## config.mk

```make
export PLATFORM = sky130hd
export DESIGN_NAME = pc_fetch_unit
export DESIGN_NICKNAME = d
export VERILOG_FILES = /design/src/rtl/pc_fetch_unit.sv
export SDC_FILE = /design/constraint.sdc
export NUM_CORES = 1
export LEC_CHECK = 0
export ABC_AREA = 1
export CAP_MARGIN = 10
export CORE_MARGIN = 3
export CORE_UTILIZATION = 43
export DETAILED_ROUTE_END_ITERATION = 8
export PLACE_DENSITY = 0.84
export SYNTH_ARGS = -nofsm -noshare
export SYNTH_HDL_FRONTEND = slang
export SYNTH_SLANG_ARGS = --single-unit
```

## constraint.sdc

```tcl
create_clock -name clk -period 3.45 [get_ports clk]
set_input_delay 0.5175 -clock clk [delete_from_list [all_inputs] [get_ports clk]]
set_output_delay 0.5175 -clock clk [all_outputs]
set_load 0.005 [all_outputs]
```

## src/rtl/pc_fetch_unit.sv

```systemverilog
// pc_fetch_unit: PC register and single-outstanding instruction fetch, handing instructions to decode via valid/stall
module pc_fetch_unit #(
  parameter int ADDR_W   = 8,
  parameter int INSTR_W  = 16,
  parameter int RESET_PC = 0,
  parameter int PC_STEP  = 1
) (
  input  logic               clk,
  input  logic               rst,
  input  logic               stall,
  input  logic               redirect_valid,
  input  logic [ADDR_W-1:0]  redirect_pc,
  output logic               imem_req,
  output logic [ADDR_W-1:0]  imem_addr,
  input  logic               imem_ack,
  input  logic [INSTR_W-1:0] imem_rdata,
  output logic               instr_valid,
  output logic [INSTR_W-1:0] instr,
  output logic [ADDR_W-1:0]  instr_pc,
  output logic [ADDR_W-1:0]  pc
);
  typedef enum logic [1:0] {IDLE, FETCH, VALID} state_t;
  state_t state_q, state_d;
  logic [ADDR_W-1:0] pc_q, pc_d, instr_pc_q, instr_pc_d;
  logic [INSTR_W-1:0] instr_q, instr_d;
  always_comb begin
    state_d = state_q;
    pc_d = pc_q;
    instr_d = instr_q;
    instr_pc_d = instr_pc_q;
    if (redirect_valid) begin
      state_d = FETCH;
      pc_d = redirect_pc;
    end else if (state_q == IDLE) begin
      state_d = FETCH;
    end else if (state_q == FETCH && imem_ack) begin
      state_d = VALID;
      instr_d = imem_rdata;
      instr_pc_d = pc_q;
      pc_d = pc_q + ADDR_W'(PC_STEP);
    end else if (state_q == VALID && !stall) begin
      state_d = FETCH;
    end
  end
  always_ff @(posedge clk) begin
    if (rst) begin
      state_q <= IDLE;
      pc_q <= ADDR_W'(RESET_PC);
      instr_q <= '0;
      instr_pc_q <= '0;
    end else begin
      state_q <= state_d;
      pc_q <= pc_d;
      instr_q <= instr_d;
      instr_pc_q <= instr_pc_d;
    end
  end
  assign imem_req = state_q == FETCH;
  assign instr_valid = state_q == VALID;
  assign imem_addr = pc_q;
  assign pc = pc_q;
  assign instr = instr_q;
  assign instr_pc = instr_pc_q;
endmodule

```

==> results of run 1 <==
==> registers in the layout (all words and copies together), names as in the netlist <==
name and flops:
instr 16, imem_addr 8, instr_pc 8, state_q 2
==> stage by stage <==
step	area (µm²)	cells	total power [W]	setup WS (ns)	hold slack, ns
after CTS	2190	307	0.000818	1.47	0.506
after global placement	2130	299	0.000591	1.14	0.482
final	2190	307	0.000809	1.47	0.504
after floorplan	1500	202	0.000505	2.18	0.462
after global routing	2190	307	0.000859	1.34	0.548
after detailed placement	2130	299	0.000593	1.13	0.494
==> power groups by stage <==
stage          clock [W]  sequential [W]  combinational (W)
3_5_place_dp           0        0.000441           0.000151
2_1_floorplan          0        0.000441          0.0000639
3_3_place_gp           0        0.000441           0.000150
5_1_grt         0.000254        0.000437           0.000168
4_1_cts         0.000233        0.000433           0.000152
6_report        0.000225        0.000433           0.000151
==> how the worst min path moves through the flow <==
stage	end	slack [ns]	cells past startpoint
final	state_q[1]	0.50	2
after floorplan	state_q[1]	0.46	2
after detailed placement	state_q[1]	0.49	2
after CTS	state_q[1]	0.51	2
after global routing	state_q[1]	0.55	2
after global placement	state_q[1]	0.48	2
==> synth_stat cells <==
library cell / count
a211oi_2: 1
a21oi_1: 10
a31oi_1: 3
buf_1: 1
buf_2: 3
buf_4: 10
buf_6: 2
clkbuf_1: 1
dfxtp_1: 34
ha_1: 1
inv_1: 16
inv_2: 1
nand2_1: 27
nand3_1: 7
nand3_4: 1
nand4_1: 1
nor2_1: 47
nor2_2: 1
nor2_8: 1
nor3_1: 2
o21ai_0: 30
xor2_1: 2
==> final cells by class <==
cell class                 instances  area [µm²]
multi-input combinational        134         634
fill                             293         983
sequential                        34         681
clock buffer                       7        55.1
timing repair buffer              70         701
inverter                          17        63.8
clock inverter                     1        5.00
tap                               44        55.1
==> worst register-to-register path, cell delays in order (launching register included) <==
cell and delay (ns):
dfxtp_1 0.46, nand3_4 0.15, nor2_8 0.36, inv_2 0.26, nor2_1 0.17, nor2_1 0.07
==> routing by layer <==
layer,part of all wire,up-vias
met2,0.45,59
met5,0,-
met4,0.0083,0
met1,0.44,638
met3,0.096,4
li1,-,756
==> cells by family after synthesis <==
kind of cell,Yosys count,share of synthesized area
XOR/XNOR,2,0.0117
adder cells (fa/ha/maj),1,0.00835
AND/OR/NAND/NOR,87,0.249
flip-flops,34,0.454
AO/OA/AOI/OAI,44,0.154
buffers and inverters,34,0.123
==> flow_metrics.env, run 1 <==
export IMPL_ys_seq_area_frac=0.454
export IMPL_yosysTopAreaCellShare=0.454
export IMPL_layout_min_cycle_time_ns=1.98
export IMPL_wl_per_cell_um=12.2
export IMPL_synth_avg_cell_area_um2=7.42
export IMPL_p_clk_frac=0.278
export IMPL_mostFrequentLayoutCell="clkdlybuf4s50_1"
export IMPL_cpMaxStageDelayCell="clkdlybuf4s50_1"
export IMPL_synth_nets=232
export IMPL_placementRows=20
export IMPL_cts_path_max_buffers=2
export IMPL_min_from="state_q[1]"
export IMPL_p_seq_frac=0.535
export IMPL_r2r_start="state_q[0]"
export IMPL_finClkSkew_ns=0.0117
export IMPL_grt_max_degree=38
export IMPL_final_util=0.691
export IMPL_crit_end="instr[3]"
export IMPL_dp_hpwl_mm=2.65
export IMPL_h_tree_depth=2
export IMPL_cts_setup_buffers=0
export IMPL_slew_headroom=0.613
export IMPL_grt_ovfl_total=0
export IMPL_yosysWarningCount=0
export IMPL_worst_slew_pin_transition_ns=0.580
export IMPL_switching_share=0.254
export IMPL_worstPathCellList="clkdlybuf4s50_1 > nor2_8 > inv_2 > nor2_1 > nor2_1"
export IMPL_reg2reg_depth=5
export IMPL_internal_power_w=0.000604
export IMPL_setup_viol=0
export IMPL_syn_area_um2=1500
export IMPL_synth_seq_cells=34
export IMPL_cpMostUsedCell="nor2_1"
export IMPL_cp_max_fo=37
export IMPL_final_max_slew_violation_count=0
export IMPL_hold_class="register to register"
export IMPL_cts_tree="yes"
export IMPL_final_cell_mix="clkdlybuf4s50_1, nor2_1, dfxtp_1"
export IMPL_timing_rr_end="instr[3]"
export IMPL_cp_top_family="buffers and inverters"
export IMPL_synth_largest_area_cell="dfxtp_1"
export IMPL_postSynthCellCount=202
export IMPL_clock_latency_ns=0.34
export IMPL_via_per_inst=4.75
export IMPL_end_kind="register"
export IMPL_drive_gt1_frac=0.0456
export IMPL_synth_distinct_cells=22
export IMPL_status="completed"
export IMPL_grt_met2_usage=0.300
export IMPL_gp_congestion=0.825
export IMPL_fin_crit_sh=0.573
export IMPL_rrSetupSlack_ns=1.87
export IMPL_combPwrFrac=0.187
export IMPL_grt_pass1_vias=1391
export IMPL_clock_fmax_ghz=0.506
export IMPL_antenna_found_initial=0
export IMPL_met3_usage=0.0867
export IMPL_cts_buffers=5
export IMPL_top_usage_layer="met2"
export IMPL_worst_endpoint_required_ns=3.67
export IMPL_start_util=0.472
export IMPL_design_die_area_um2=4230
export IMPL_rsz0062_at_grt="false"
export IMPL_clk_pin_slew_ns=0.09
export IMPL_path_buf_inv=2
export IMPL_grt_util_met1=0.240
export IMPL_fin_setup_tns_ns=0
export IMPL_antenna_left=0
export IMPL_fp_dieH_um=65.0
export IMPL_fin_nets=292
export IMPL_grt_pass1_wl_mm=6.39
export IMPL_leakagePower_nw=0.912
export IMPL_areaGrowthSynthToFinish_pct=46.4
export IMPL_worst_setup_path_type="input pin to register"
export IMPL_cts_sinks=34
export IMPL_numPortBuffers=70
export IMPL_critPathMaxStageDelay_ns=0.69
export IMPL_track_usage=0.193
export IMPL_clock_tree_root_cell="clkbuf_4"
export IMPL_drt_initial_drc_count=95
export IMPL_critPathLaunch="redirect_valid"
export IMPL_core_um2=3180
export IMPL_hold_viol=0
export IMPL_ir_drop_mv=0.241
export IMPL_drc_errors=0
export IMPL_drt_pass1_iterations=4
export IMPL_post_cts_resized=0
export IMPL_die_x_um=65.0
export IMPL_diodes=0
export IMPL_crit_cells=5
export IMPL_ctsHoldBuffers=0
export IMPL_p_sw_w=0.000205
export IMPL_cap_viol_max_count=0
export IMPL_powerDensity_nw_per_um2=369
export IMPL_synthTopCellsByArea="dfxtp_1, nor2_1, o21ai_0"
export IMPL_worstSetupStartpointType="input pin"
export IMPL_totalWireLength_mm=3.75
export IMPL_boundaryPins=71
export IMPL_vias=1457
export IMPL_arrival_ns=2.20
(Power assumes the default switching activity.)
==> run 2: changes to the inputs <==
Settings changed: CORE_UTILIZATION 43 to 40, PLACE_DENSITY 0.84 to 0.79.
Clock period 3.45 ns to 2 ns, I/O delays scaled along.
==> run 2 against run 1 <==
Effect of this change:
- combinational power is 76% higher
- routed wire length up 2.0%
- register-to-register slack worse by 1.3 ns
- cell area is 2.9% higher
- sequential cell count stayed put
- sequential share of layout area is 0.88 points lower
- power up 91%
- first-iteration DRC count up 19%
- setup slack got worse by 1.2 ns
- worst hold slack better by 0.012 ns
- count of clock-buffer cells in the layout did not move
- core utilization shrank 3.9 points
- critical path type is now register to output pin
- largest power group unchanged
==> flow_metrics.env, run 2 (synthesis results as in run 1) <==
export IMPL_post_cts_resized=0
export IMPL_placementRows=21
export IMPL_setup_viol=0
export IMPL_die_x_um=67.2
export IMPL_drt_initial_drc_count=113
export IMPL_areaGrowthSynthToFinish_pct=50.7
export IMPL_clock_tree_root_cell="clkbuf_8"
export IMPL_placed_cells=305
export IMPL_design_die_area_um2=4520
export IMPL_hold_viol=0
export IMPL_fp_dieH_um=67.2
export IMPL_worst_endpoint_required_ns=1.70
export IMPL_via_per_inst=4.78
export IMPL_cpMaxStageDelayCell="clkdlybuf4s50_1"
export IMPL_fin_hold_ws_ns=0.517
export IMPL_drive_gt1_frac=0.0599
export IMPL_total_power_w=0.00154
export IMPL_grt_pass1_wl_mm=6.33
export IMPL_dp_hpwl_mm=2.71
export IMPL_antenna_found_initial=0
export IMPL_mostFrequentLayoutCell="clkdlybuf4s50_1"
export IMPL_drc_errors=0
export IMPL_wl_per_cell_um=12.2
export IMPL_clock_latency_ns=0.29
export IMPL_cts_buffers=5
export IMPL_worst_setup_path_type="register to output pin"
export IMPL_numPortBuffers=70
export IMPL_grt_pass1_vias=1394
export IMPL_cts_setup_buffers=0
export IMPL_powerDensity_nw_per_um2=683
export IMPL_fin_crit_sh=0.852
export IMPL_wl_met3_um=459
export IMPL_cp_max_fo=6
export IMPL_drt_pass1_iterations=4
export IMPL_grt_max_degree=26
export IMPL_cts_tree="yes"
export IMPL_met1_length_mm=1.67
export IMPL_finalNonFillerCells=313
export IMPL_grt_ovfl_total=0
export IMPL_wl_met2_mm=1.66
export IMPL_rsz0062_at_grt="false"
export IMPL_track_usage=0.187
export IMPL_fin_nets=296
export IMPL_fin_ws_ns=0.296
export IMPL_cap_viol_max_count=0
export IMPL_core_um2=3470
export IMPL_end_kind="output pin"
export IMPL_vias=1495
export IMPL_final_max_slew_violation_count=0
export IMPL_diodes=0
export IMPL_arrival_ns=1.40
export IMPL_h_tree_depth=2
export IMPL_final_cell_mix="clkdlybuf4s50_1, nor2_1, dfxtp_1"
export IMPL_gp_congestion=0.836
export IMPL_boundaryPins=71
export IMPL_cts_path_max_buffers=2
export IMPL_critPathLaunch="state_q[0]"
export IMPL_slew_headroom=0.748
export IMPL_min_from="instr[15]"
export IMPL_antenna_left=0
export IMPL_finClkSkew_ns=0.00407
export IMPL_cts_sinks=34
export IMPL_critPathMaxStageDelay_ns=0.51
export IMPL_leakagePower_nw=0.945
export IMPL_layout_min_cycle_time_ns=1.70
export IMPL_start_util=0.432
export IMPL_status="completed"
export IMPL_worst_slew_pin_transition_ns=0.377
export IMPL_ir_drop_mv=0.491
export IMPL_clk_pin_slew_ns=0.07
export IMPL_r2r_start="state_q[1]"
export IMPL_highest_layer="met4"
export IMPL_largest_reg_flops=16
export IMPL_dp_slack_ns=0.216
export IMPL_worstSetupStartpointType="register"
export IMPL_totalWireLength_mm=3.82
export IMPL_hold_class="register to register"
export IMPL_clock_fmax_ghz=0.587
export IMPL_fin_setup_tns_ns=0
export IMPL_worstPathCellList="inv_1 > nor2_1 > clkdlybuf4s50_1"
export IMPL_ctsHoldBuffers=0
==> run 2: changes by cell type in the layout (fill, tap and decap cells not counted), sizes merged <==
| cell | change |
|---|---|
| buf | +4 |
==> run 2: worst paths after layout <==
check	end	slack, ns	cells past startpoint
min reg2reg	instr[15]	0.52	2
min	instr[15]	0.52	2
max	imem_req	0.30	3
max reg2reg	imem_addr[5]	0.58	6
==> run 2: area by class of cell <==
cell class / instances / area (µm²)
timing repair buffer: 74 / 731
tap: 46 / 57.6
sequential: 34 / 681
clock buffer: 7 / 86.3
inverter: 17 / 63.8
fill: 327 / 1210
clock inverter: 1 / 5.00
multi-input combinational: 134 / 634
==> run 2: critical path: cells and delay by family (launching register included) <==
kind	cells	cell delay (ns)
simple gates	1	0.10
flops	1	0.44
buf+inv	2	0.58
==> run 2: per-layer routing <==
layer | track usage | vias up
met5 | 0 | -
met4 | 0.0532 | 0
met3 | 0.106 | 3
met2 | 0.277 | 63
met1 | 0.230 | 666
li1 | - | 763
==> run 2: stage by stage <==
step                      area [µm²]  utilization
after global routing            2260        0.651
after floorplan                 1500            -
after global placement          2170        0.625
after detailed placement        2170        0.625
final                           2260        0.651
after CTS                       2260        0.651
==> run 2: power by group <==
part           internal, W  switching (W)
clock network     0.000278       0.000251
registers         0.000715      0.0000322
logic             0.000161       0.000105
